### config.mk
export PLATFORM = sky130hd
export DESIGN_NAME = seg7_io_ctrl
export DESIGN_NICKNAME = d
export VERILOG_FILES = /design/src/rtl/seg7_io_ctrl.sv
export SDC_FILE = /design/constraint.sdc
export NUM_CORES = 1
export LEC_CHECK = 0
export BUFFER_PORTS_ARGS = -buffer_cell sky130_fd_sc_hd__buf_2
export CORE_MARGIN = 2
export CORE_UTILIZATION = 35
export CTS_BUF_LIST = sky130_fd_sc_hd__clkbuf_2
export DETAILED_ROUTE_END_ITERATION = 10
export HOLD_SLACK_MARGIN = 0.02
export PLACE_DENSITY_LB_ADDON = 0.12
export SYNTH_ARGS = -nofsm -noshare
export SYNTH_HDL_FRONTEND = slang
export SYNTH_SLANG_ARGS = --single-unit
### constraint.sdc
create_clock -name clock -period 3.3 [get_ports clock]
set_clock_uncertainty 0.2 [all_clocks]
set_input_delay 0 -clock clock [delete_from_list [all_inputs] [get_ports clock]]
set_output_delay 0 -clock clock [all_outputs]
set_load 0.01 [all_outputs]
### src/rtl/seg7_io_ctrl.sv
// ----------------------------------------------------------------------------
// seg7_io_ctrl
// Memory-mapped 8-digit seven-segment display controller on the IO bus.
// Holds two digit registers, a digit/decimal-point mask and a control
// register. Digits are time-multiplexed by a scan counter. A registered
// 16-bit readback feeds the IO read path.
//
// Optional feature macro: SEG7_BLINK_EN
//   When defined, a frame counter toggles a blink phase every BLINK_DIV
//   full scan frames. CTRL bit1 (blink_en) blanks the display during the
//   high phase. When undefined, CTRL bit1 is not stored and always reads 0.
//
// Register map (addr = bus address bits [2:1]):
//   0 DLO  : digits 3..0, digit 0 in bits [3:0]
//   1 DHI  : digits 7..4
//   2 MASK : [7:0] digit enable, [15:8] decimal-point enable
//   3 CTRL : bit0 blank_all, bit1 blink_en, [15:2] read as 0
// ----------------------------------------------------------------------------
module seg7_io_ctrl #(
    parameter int unsigned SCAN_DIV  = 50000,
    parameter int unsigned BLINK_DIV = 64
) (
    input  logic        clock,
    input  logic        reset,
    input  logic        segctrl,
    input  logic        iowrite,
    input  logic        ioread,
    input  logic [1:0]  addr,
    input  logic [15:0] wdata,
    output logic [15:0] rdata,
    output logic [7:0]  an,
    output logic [7:0]  seg
);

    // SCAN_DIV=1 still needs a one-bit counter that simply stays at zero.
    localparam int unsigned           SCAN_W    = (SCAN_DIV > 1) ? $clog2(SCAN_DIV) : 1;
    localparam logic [SCAN_W-1:0]     SCAN_LAST = SCAN_W'(SCAN_DIV - 1);

    localparam logic [1:0] ADDR_DLO  = 2'd0;
    localparam logic [1:0] ADDR_DHI  = 2'd1;
    localparam logic [1:0] ADDR_MASK = 2'd2;
    localparam logic [1:0] ADDR_CTRL = 2'd3;

    localparam logic [15:0] MASK_RESET = 16'h00FF;

    // ------------------------------------------------------------------
    // Hex nibble to active-low segments g..a
    // ------------------------------------------------------------------
    function automatic logic [6:0] hex_to_seg(input logic [3:0] nib);
        logic [6:0] s;
        case (nib)
            4'h0:    s = 7'b1000000;
            4'h1:    s = 7'b1111001;
            4'h2:    s = 7'b0100100;
            4'h3:    s = 7'b0110000;
            4'h4:    s = 7'b0011001;
            4'h5:    s = 7'b0010010;
            4'h6:    s = 7'b0000010;
            4'h7:    s = 7'b1111000;
            4'h8:    s = 7'b0000000;
            4'h9:    s = 7'b0010000;
            4'hA:    s = 7'b0001000;
            4'hB:    s = 7'b0000011;
            4'hC:    s = 7'b1000110;
            4'hD:    s = 7'b0100001;
            4'hE:    s = 7'b0000110;
            4'hF:    s = 7'b0001110;
            default: s = 7'b1111111;
        endcase
        return s;
    endfunction

    // ------------------------------------------------------------------
    // State
    // ------------------------------------------------------------------
    logic [15:0]       dlo_r;
    logic [15:0]       dhi_r;
    logic [15:0]       mask_r;
    logic [1:0]        ctrl_r;
    logic [SCAN_W-1:0] scan_cnt_r;
    logic [2:0]        digit_idx_r;

    // ------------------------------------------------------------------
    // Combinational helpers
    // ------------------------------------------------------------------
    logic        wr_en_s;
    logic        rd_en_s;
    logic        scan_wrap_s;
    logic [1:0]  ctrl_wr_s;
    logic [15:0] rd_mux_s;
    logic [31:0] digits_s;
    logic [3:0]  digit_nib_s;
    logic        blink_blank_s;
    logic        lit_s;
    logic [7:0]  an_next_s;
    logic [7:0]  seg_next_s;

    assign wr_en_s     = segctrl & iowrite;
    assign rd_en_s     = segctrl & ioread;
    assign scan_wrap_s = (scan_cnt_r == SCAN_LAST);
    assign digits_s    = {dhi_r, dlo_r};
    assign digit_nib_s = digits_s[{digit_idx_r, 2'b00} +: 4];

`ifdef SEG7_BLINK_EN
    localparam int unsigned        FRAME_W    = (BLINK_DIV > 1) ? $clog2(BLINK_DIV) : 1;
    localparam logic [FRAME_W-1:0] FRAME_LAST = FRAME_W'(BLINK_DIV - 1);

    logic [FRAME_W-1:0] frame_cnt_r;
    logic               blink_phase_r;
    logic               frame_wrap_s;

    assign frame_wrap_s  = scan_wrap_s & (digit_idx_r == 3'd7);
    assign blink_blank_s = ctrl_r[1] & blink_phase_r;
    assign ctrl_wr_s     = wdata[1:0];

    // Count completed 8-digit frames and toggle the blink phase every BLINK_DIV frames
    always_ff @(posedge clock) begin
        if (reset) begin
            frame_cnt_r   <= '0;
            blink_phase_r <= 1'b0;
        end else if (frame_wrap_s) begin
            if (frame_cnt_r == FRAME_LAST) begin
                frame_cnt_r   <= '0;
                blink_phase_r <= ~blink_phase_r;
            end else begin
                frame_cnt_r   <= frame_cnt_r + 1'b1;
            end
        end else begin
            frame_cnt_r   <= frame_cnt_r;
            blink_phase_r <= blink_phase_r;
        end
    end
`else
    // Without blink support only blank_all is kept; bit1 is forced to zero.
    assign blink_blank_s = 1'b0;
    assign ctrl_wr_s     = {1'b0, wdata[0]};
`endif

    // Bus register writes; strobes during reset are ignored
    always_ff @(posedge clock) begin
        if (reset) begin
            dlo_r  <= 16'h0000;
            dhi_r  <= 16'h0000;
            mask_r <= MASK_RESET;
            ctrl_r <= 2'b00;
        end else if (wr_en_s) begin
            case (addr)
                ADDR_DLO:  dlo_r  <= wdata;
                ADDR_DHI:  dhi_r  <= wdata;
                ADDR_MASK: mask_r <= wdata;
                ADDR_CTRL: ctrl_r <= ctrl_wr_s;
                default:   ctrl_r <= ctrl_r;
            endcase
        end else begin
            dlo_r  <= dlo_r;
            dhi_r  <= dhi_r;
            mask_r <= mask_r;
            ctrl_r <= ctrl_r;
        end
    end

    // Readback source selection from the current (pre-write) register values
    always_comb begin
        rd_mux_s = 16'h0000;
        case (addr)
            ADDR_DLO:  rd_mux_s = dlo_r;
            ADDR_DHI:  rd_mux_s = dhi_r;
            ADDR_MASK: rd_mux_s = mask_r;
            ADDR_CTRL: rd_mux_s = {14'h0000, ctrl_r};
            default:   rd_mux_s = 16'h0000;
        endcase
    end

    // Registered readback that holds its value between reads
    always_ff @(posedge clock) begin
        if (reset) begin
            rdata <= 16'h0000;
        end else if (rd_en_s) begin
            rdata <= rd_mux_s;
        end else begin
            rdata <= rdata;
        end
    end

    // Scan counter and digit index; bus traffic never disturbs them
    always_ff @(posedge clock) begin
        if (reset) begin
            scan_cnt_r  <= '0;
            digit_idx_r <= 3'd0;
        end else if (scan_wrap_s) begin
            scan_cnt_r  <= '0;
            digit_idx_r <= digit_idx_r + 3'd1;
        end else begin
            scan_cnt_r  <= scan_cnt_r + 1'b1;
            digit_idx_r <= digit_idx_r;
        end
    end

    // Next anode/segment pattern for the currently selected digit
    always_comb begin
        lit_s      = mask_r[digit_idx_r] & ~ctrl_r[0] & ~blink_blank_s;
        an_next_s  = 8'hFF;
        seg_next_s = 8'hFF;
        if (lit_s) begin
            an_next_s  = ~(8'b0000_0001 << digit_idx_r);
            seg_next_s = {~mask_r[{1'b1, digit_idx_r}], hex_to_seg(digit_nib_s)};
        end else begin
            an_next_s  = 8'hFF;
            seg_next_s = 8'hFF;
        end
    end

    // Register the display drive every cycle
    always_ff @(posedge clock) begin
        if (reset) begin
            an  <= 8'hFF;
            seg <= 8'hFF;
        end else begin
            an  <= an_next_s;
            seg <= seg_next_s;
        end
    end

endmodule

# After elaboration in Yosys (flattened, before gate mapping)
# Memory sizes are Yosys's and may differ from the RTL's. A register that Yosys moved wholly into a read port is not among the register bits.
# Index checks and enable logic that the tools add are counted.
# totals
regBits	100
out_inout_bits	32
romBits	112
wordCells	39
in_bits	23
memories	1
# op_classes
n_mux	5
n_eq_ne	4
reduce_logical	7
n_shift	2
n_lt_le_gt_ge	2
addsub	2
n_bitwise	7
# memory_table
name	depth	word_bits	rd	rd_clocked_by_memory_dff	wr	line	text
(name not given)	16	7	1	1	0	51	case (nib)
# op_table
cell	n
$pmux W16 S4	1
$shiftx A32 B6 Y4	1
$add A16 B1 Y16 const B	1
$eq A16 B16 Y1 const B	1
$not A8 Y8	1
$reduce_and A2 Y1	4
$shl A1 B3 Y8 const A	1
$bmux W1 S3	2
$lt A3 B5 Y1 const B	1
$lt A4 B5 Y1 const B	1
$eq A2 B2 Y1 const B	2
$reduce_or A2 Y1	2
$add A3 B1 Y3 const B	1
$and A1 B1 Y1	3
$not A1 Y1	3
$eq A2 B1 Y1 const B	1
$logic_not A2 Y1	1
$mux W1	2

# Depth between registers and ports, before layout
# Gate-level depths: netlist of run 1.
# depth
word_depth	5
mapped_depth	9
ltp_nobuf	7

# Least setup slack after synthesis of run 1
# Ideal clock, no wire load.
# synth_timing
kind	register -> register
from	reg digit_idx_r[0]
to	reg seg[6]
required_ns	2.978
synth_period_minus_slack_ns	2.438
n_path_buf	2
t_arrival_ns	2.116
slack_ns	0.862
stages_incl_launch_ff	10
setup_time_ns	0.122
path_cell_list	dfxtp_1 > buf_6 > buf_6 > mux4_2 > mux2i_4 > inv_1 > ha_1 > inv_1 > o21ai_0 > a221o_1
# synth_between
elab_chain_cells	5
elab_cells_between_ends	6
cone_classes	shift (1); mux (2); bitwise (2); reduce/logical (1)
# synth_lines
element	line	text
start: declaration	81	logic [2:0] digit_idx_r;
start signal: assignment	192	digit_idx_r <= digit_idx_r + 3'd1;
start signal: assignment	195	digit_idx_r <= digit_idx_r;
$bmux W1 S3	201	lit_s = mask_r[digit_idx_r] & ~ctrl_r[0] & ~blink_blank_s;
$mux W1 (not written as such)	201	
$and A1 B1 Y1	201	
$not A1 Y1 (no line)	n/a	
$reduce_or A2 Y1 (no line)	n/a	
end: declaration	32	output logic [7:0] seg
# Several ways; a longest one is shown, not always the timed one. The select of a mux whose other input is x is not followed.
# A chain may end at the register's enable or synchronous reset.

# Final worst setup path of run 1
# Ends and elaborated chain as after synthesis.

==> results.cfg, run 1 <==
[power]
p_leak_uw = 0.00214
switching_share_pct = 25.5
power.switching_uw = 548
internal_power_uw = 1600
clkPwrFrac_pct = 30.2
comb_power_share_pct = 10.6
p_per_area_mw_per_mm2 = 387
ir_worst_vdd_v = 0.000132
seqPwrFrac_pct = 59.2

[die]
rows = 41
die_x_um = 118
die_y_um = 118
core-area_mm2 = 0.0127
start_util_pct = 36.0
pin_count = 55
die_area_mm2 = 0.0140

[logic_synthesis]
yosysWarnings = 0
synthDistinctLibCells = 46
synth_edf_count = 0
synth_nets = 558
synthCells = 522
seq_area_frac_synth_pct = 43.9
async_reset_ff_share_pct = 0
synth_area_mm2 = 0.00456
synthFlopType = dfxtp_1
syn_avg_cell_area_um2 = 8.73
synth-seq-cells = 100

[place]
dp_hpwl_um = 8290
dp_cells = 720
preCtsSetupSlack_ps = 482
numPortBuffers = 54
routabilityCongestion = 0.814

[clock_tree]
clock_sinks = 100
cts_buffers = 9
cts_buffer_depth = 2
cts.htree.levels = 3
clkTransAtPathRegs_ps = 260
cts_tree = built
clock_latency_ps = 610
cts_root_buffer = clkbuf_2

[grt]
first_global_vias = 3793
track_usage_pct = 17.7
grt_max_degree = 71
grt-ovfl-total = 0
grt_pass1_wl_um = 19600
antenna_found_initial = 1

[drt]
num_vias = 3875
wl_per_cell_um = 15.4
drt_iter0_drc = 257
routed_wirelength_um = 12100
antenna_left = 0
avgViaCountPerCell = 4.95
drc_errors = 0
dr.pass1.iters = 4

[final_layout]
area_growth_pct = 21.7
drive_gt1_share_pct = 16.2
antenna_cells = 0
final_common_cell = nand2_1
final_cell_mix = 116 x nand2_1, 100 x dfxtp_1, 59 x nor2_1
final_cells = 783
nets = 643

[setup_path]
critPathSlowestCell = dfxtp_1
rr_endpoint = seg[6]
crit_chain = mux4_2, mux2i_2, inv_1, ha_1, inv_1, o21ai_0, a221o_1
crit_type = flip-flop to flip-flop
startpoint_type = flip-flop
arrival_ps = 3130
required_ps = 3620
cp-end-kind = flip-flop
worst-path-buf-inv = 2
worst_path_most_repeated_cell = inv_1
critical_path.max_stage_delay_ps = 710
reg2reg_from = digit_idx_r[0]
cp.depth = 7
critPathTopFamily = multiplexers
ff2ff_path_depth = 7
r2r_slack_ps = 480
cp_max_fo = 9

[hold_path]
min_to = ctrl_r[0]
hold_class = input pin to flip-flop
min_path_cells = 5
min-delay-start = iowrite

[timing]
clock.fmax_mhz = 355
finalHoldViolCount = 0
setup_tns_ps = 0
slew_headroom_pct = 32.6
timing.hold.ws_ps = 142
worstMarginPinSlew_ps = 1010
post-route-period-util_pct = 85.4
drv_slew = 0
rsz0062_at_grt = no
min_period_ps = 2820
final-setup-viol-count = 0
fin_ws_ps = 482

[run]
cap_violations = 0

[run_status]
status = finished clean
[final cells by class]
| class | count | area [um^2] |
|---|---|---|
| fill | 1296 | 7120 |
| timing repair buffer | 108 | 796 |
| sequential | 100 | 2000 |
| tap | 172 | 215 |
| inverter | 8 | 30.0 |
| clock inverter | 5 | 77.6 |
| clock buffer | 10 | 50.0 |
| multi-input combinational | 380 | 2380 |
[logic make-up after synthesis]
kind of cell | synth area share [%]
simple gates | 21.2
mux | 12.7
fa+ha+maj | 3.57
flops | 43.9
compound gates | 11.8
xor+xnor | 2.88
buf+inv | 3.92
[worst reg2reg max path: stages (launching register included)]
cell,delay (ps)
dfxtp_1,710
mux4_2,590
mux2i_2,400
inv_1,130
ha_1,220
inv_1,80
o21ai_0,90
a221o_1,300
[Yosys cell counts (all sizes together), types with 10 or more instances]
library cell | instances | area (um^2)
ha | 13 | 163
dfxtp | 100 | 2000
a211oi | 16 | 120
a21oi | 57 | 289
clkbuf | 27 | 101
mux4 | 11 | 248
nor2 | 59 | 221
nand3 | 10 | 50.1
mux2i | 26 | 289
nand2 | 117 | 447
[metrics by stage]
step / util, % / cell area, um^2 / power (uW)
6_report: 43.8 / 5550 / 2150
3_5_place_dp: 39.0 / 4940 / 1480
3_3_place_gp: 39.0 / 4940 / 1480
2_1_floorplan: - / 4560 / 1410
5_1_grt: 43.8 / 5550 / 2250
4_1_cts: 43.8 / 5550 / 2180
[registers in the layout, summed over array words and instances (netlist names)]
name,cells
dhi_r,16
dlo_r,16
mask_r,16
rdata,16
scan_cnt_r,16
an,8
seg,8
digit_idx_r,3
ctrl_r,1
[how the worst max path moves through the flow]
| stage | end | start |
|---|---|---|
| 5_1_grt | seg[6] | digit_idx_r[0] |
| 2_1_floorplan | seg[6] | digit_idx_r[0] |
| 6_report | seg[6] | digit_idx_r[0] |
| 3_3_place_gp | seg[6] | digit_idx_r[0] |
| 4_1_cts | seg[6] | digit_idx_r[0] |
| 3_5_place_dp | seg[6] | digit_idx_r[0] |
[metal layers]
layer  vias to the layer above  GRT usage [%]  wire length [um]
li1                       1952              -                 -
met4                         0           7.38               244
met1                      1839           23.7              5760
met3                        16           3.28               520
met2                        68           28.0              5560
met5                         -              0                 0
[power groups by stage]
stage | registers (uW) | clock network, uW | logic (uW)
after floorplan | 1300 | 0 | 111
after global placement | 1290 | 0 | 187
after detailed placement | 1300 | 0 | 189
after CTS | 1270 | 675 | 229
after global routing | 1280 | 723 | 252
final | 1270 | 649 | 228
[what timing repair did]
action,CTS,global route
endpoints found under the setup margin,0,0
hold buffers,48,0
gates resized for setup,0,0
buffers inserted,0,0
hold endpoints to repair,84,0
Power figures use the tool's default switching activity.
==> inputs of run 2 (changes only) <==
- RECOVER_POWER: not set -> 100
- clock period: 3.3 -> 2.3 ns (I/O delays scaled with it)
==> results.cfg, run 2 (synthesis results as in run 1) <==
[run_status]
status = finished clean

[power]
comb_power_share_pct = 12.1
clkPwrFrac_pct = 25.0
switching_share_pct = 28.0
power.switching_uw = 810
p_per_area_mw_per_mm2 = 496
internal_power_uw = 2090
p_leak_uw = 0.00220
power_uw = 2900
seqPwrFrac_pct = 63.0
ir_worst_vdd_v = 0.000172

[die]
die_x_um = 118
rows = 41
core-area_mm2 = 0.0127
start_util_pct = 36.0
pin_count = 55
die_area_mm2 = 0.0140
die_y_um = 118

[timing]
finalHoldViolCount = 0
clock.fmax_mhz = 445
post-route-period-util_pct = 97.7
worstMarginPinSlew_ps = 702
final-setup-viol-count = 0
slew_headroom_pct = 53.2
timing.hold.ws_ps = 206
fin_ws_ps = 52.8
drv_slew = 0
setup_tns_ps = 0
rsz0062_at_grt = yes
min_period_ps = 2250

[place]
dp_cells = 732
dp_hpwl_um = 8540
routabilityCongestion = 0.802
numPortBuffers = 54
preCtsSetupSlack_ps = 56.2

[clock_tree]
clock_latency_ps = 630
cts_tree = built
cts_root_buffer = clkbuf_2
clock_sinks = 100
cts.htree.levels = 3
cts_buffers = 9
cts_buffer_depth = 2
clkTransAtPathRegs_ps = 250

[setup_path]
startpoint_type = flip-flop
crit_chain = mux4_2, mux2i_4, buf_4, ha_1, nor3_2, a211oi_1, o21ai_1
critical_path.max_stage_delay_ps = 530
cp_max_fo = 6
arrival_ps = 2590
critPathSlowestCell = mux4_2
cp-end-kind = flip-flop
required_ps = 2640
crit_type = flip-flop to flip-flop

[grt]
grt_max_degree = 69
antenna_found_initial = 0
track_usage_pct = 18.1
grt_pass1_wl_um = 19900
grt-ovfl-total = 0
first_global_vias = 3918

[drt]
num_vias = 4074
routed_wirelength_um = 12700
avgViaCountPerCell = 4.97
drt_iter0_drc = 234
antenna_left = 0
dr.pass1.iters = 4
wl_per_cell_um = 15.4
drc_errors = 0

[final_layout]
final_common_cell = nand2_1
drive_gt1_share_pct = 13.3
area_growth_pct = 28.0
final_cell_mix = 116 x nand2_1, 98 x dfxtp_1, 68 x dlygate4sd3_1
nets = 679
final_cells = 819
antenna_cells = 0

[run]
cap_violations = 0

[hold_path]
hold_class = input pin to flip-flop
==> run 2: changes by cell type in the layout (fill, tap and decap cells not counted), sizes merged, moves of 2 or more <==
cell / previous run / this run
buf: 60 / 37
bufinv: 2 / 0
clkbuf: 10 / 47
clkinvlp: 0 / 3
dlygate4sd3: 48 / 68
==> run 2: layout make-up <==
cell class,count,area [um^2]
clock inverters,5,30.0
repair buffers,144,1080
well taps,172,215
flip-flops and latches,100,2010
multi-input cells,380,2420
fillers,1290,6840
inverters,8,30.0
clock buffers,10,50.0
==> run 2: timing repair <==
action,4_1_cts,5_1_grt
setup buffers,0,2
hold endpoints to repair,100,13
setup endpoints to repair,0,22
gates resized for setup,0,15
hold buffers,68,3
==> run 2: metrics by stage <==
step,utilization [%],instance area [um^2]
3_5_place_dp,39.8,5050
3_3_place_gp,39.8,5050
5_1_grt,46.1,5840
2_1_floorplan,-,4580
6_report,46.1,5840
4_1_cts,45.8,5810
==> run 2: metal layers <==
layer / GRT usage [%] / vias to the layer above / share of wire [%]
met5: 0 / - / 0
met4: 7.15 / 0 / 1.7
met3: 3.43 / 15 / 3.6
met2: 28.6 / 62 / 47
met1: 24.4 / 1980 / 47
li1: - / 2017 / -
==> run 2: worst max-delay path, delay by kind of cell (launching register included) <==
kind            cells  cell delay (ps)
mux                 2              740
flops               1              450
fa+ha+maj           1              240
compound gates      2              200
simple gates        1              190
buf+inv             1              150
==> run 2: power groups by stage <==
stage / clock (uW) / combinational [uW] / sequential, uW
5_1_grt: 822 / 383 / 1830
2_1_floorplan: 0 / 160 / 1860
3_3_place_gp: 0 / 276 / 1860
3_5_place_dp: 0 / 279 / 1860
6_report: 723 / 350 / 1820
4_1_cts: 760 / 353 / 1820
==> run 2: final timing paths <==
check,cells past startpoint,slack [ps],end,from
worst min-delay path,5,210,an[4],reset
worst max-delay path,7,50,seg[3],digit_idx_r[0]
worst max register to register,7,50,seg[3],digit_idx_r[0]
worst min register to register,2,290,dlo_r[7],dlo_r[7]
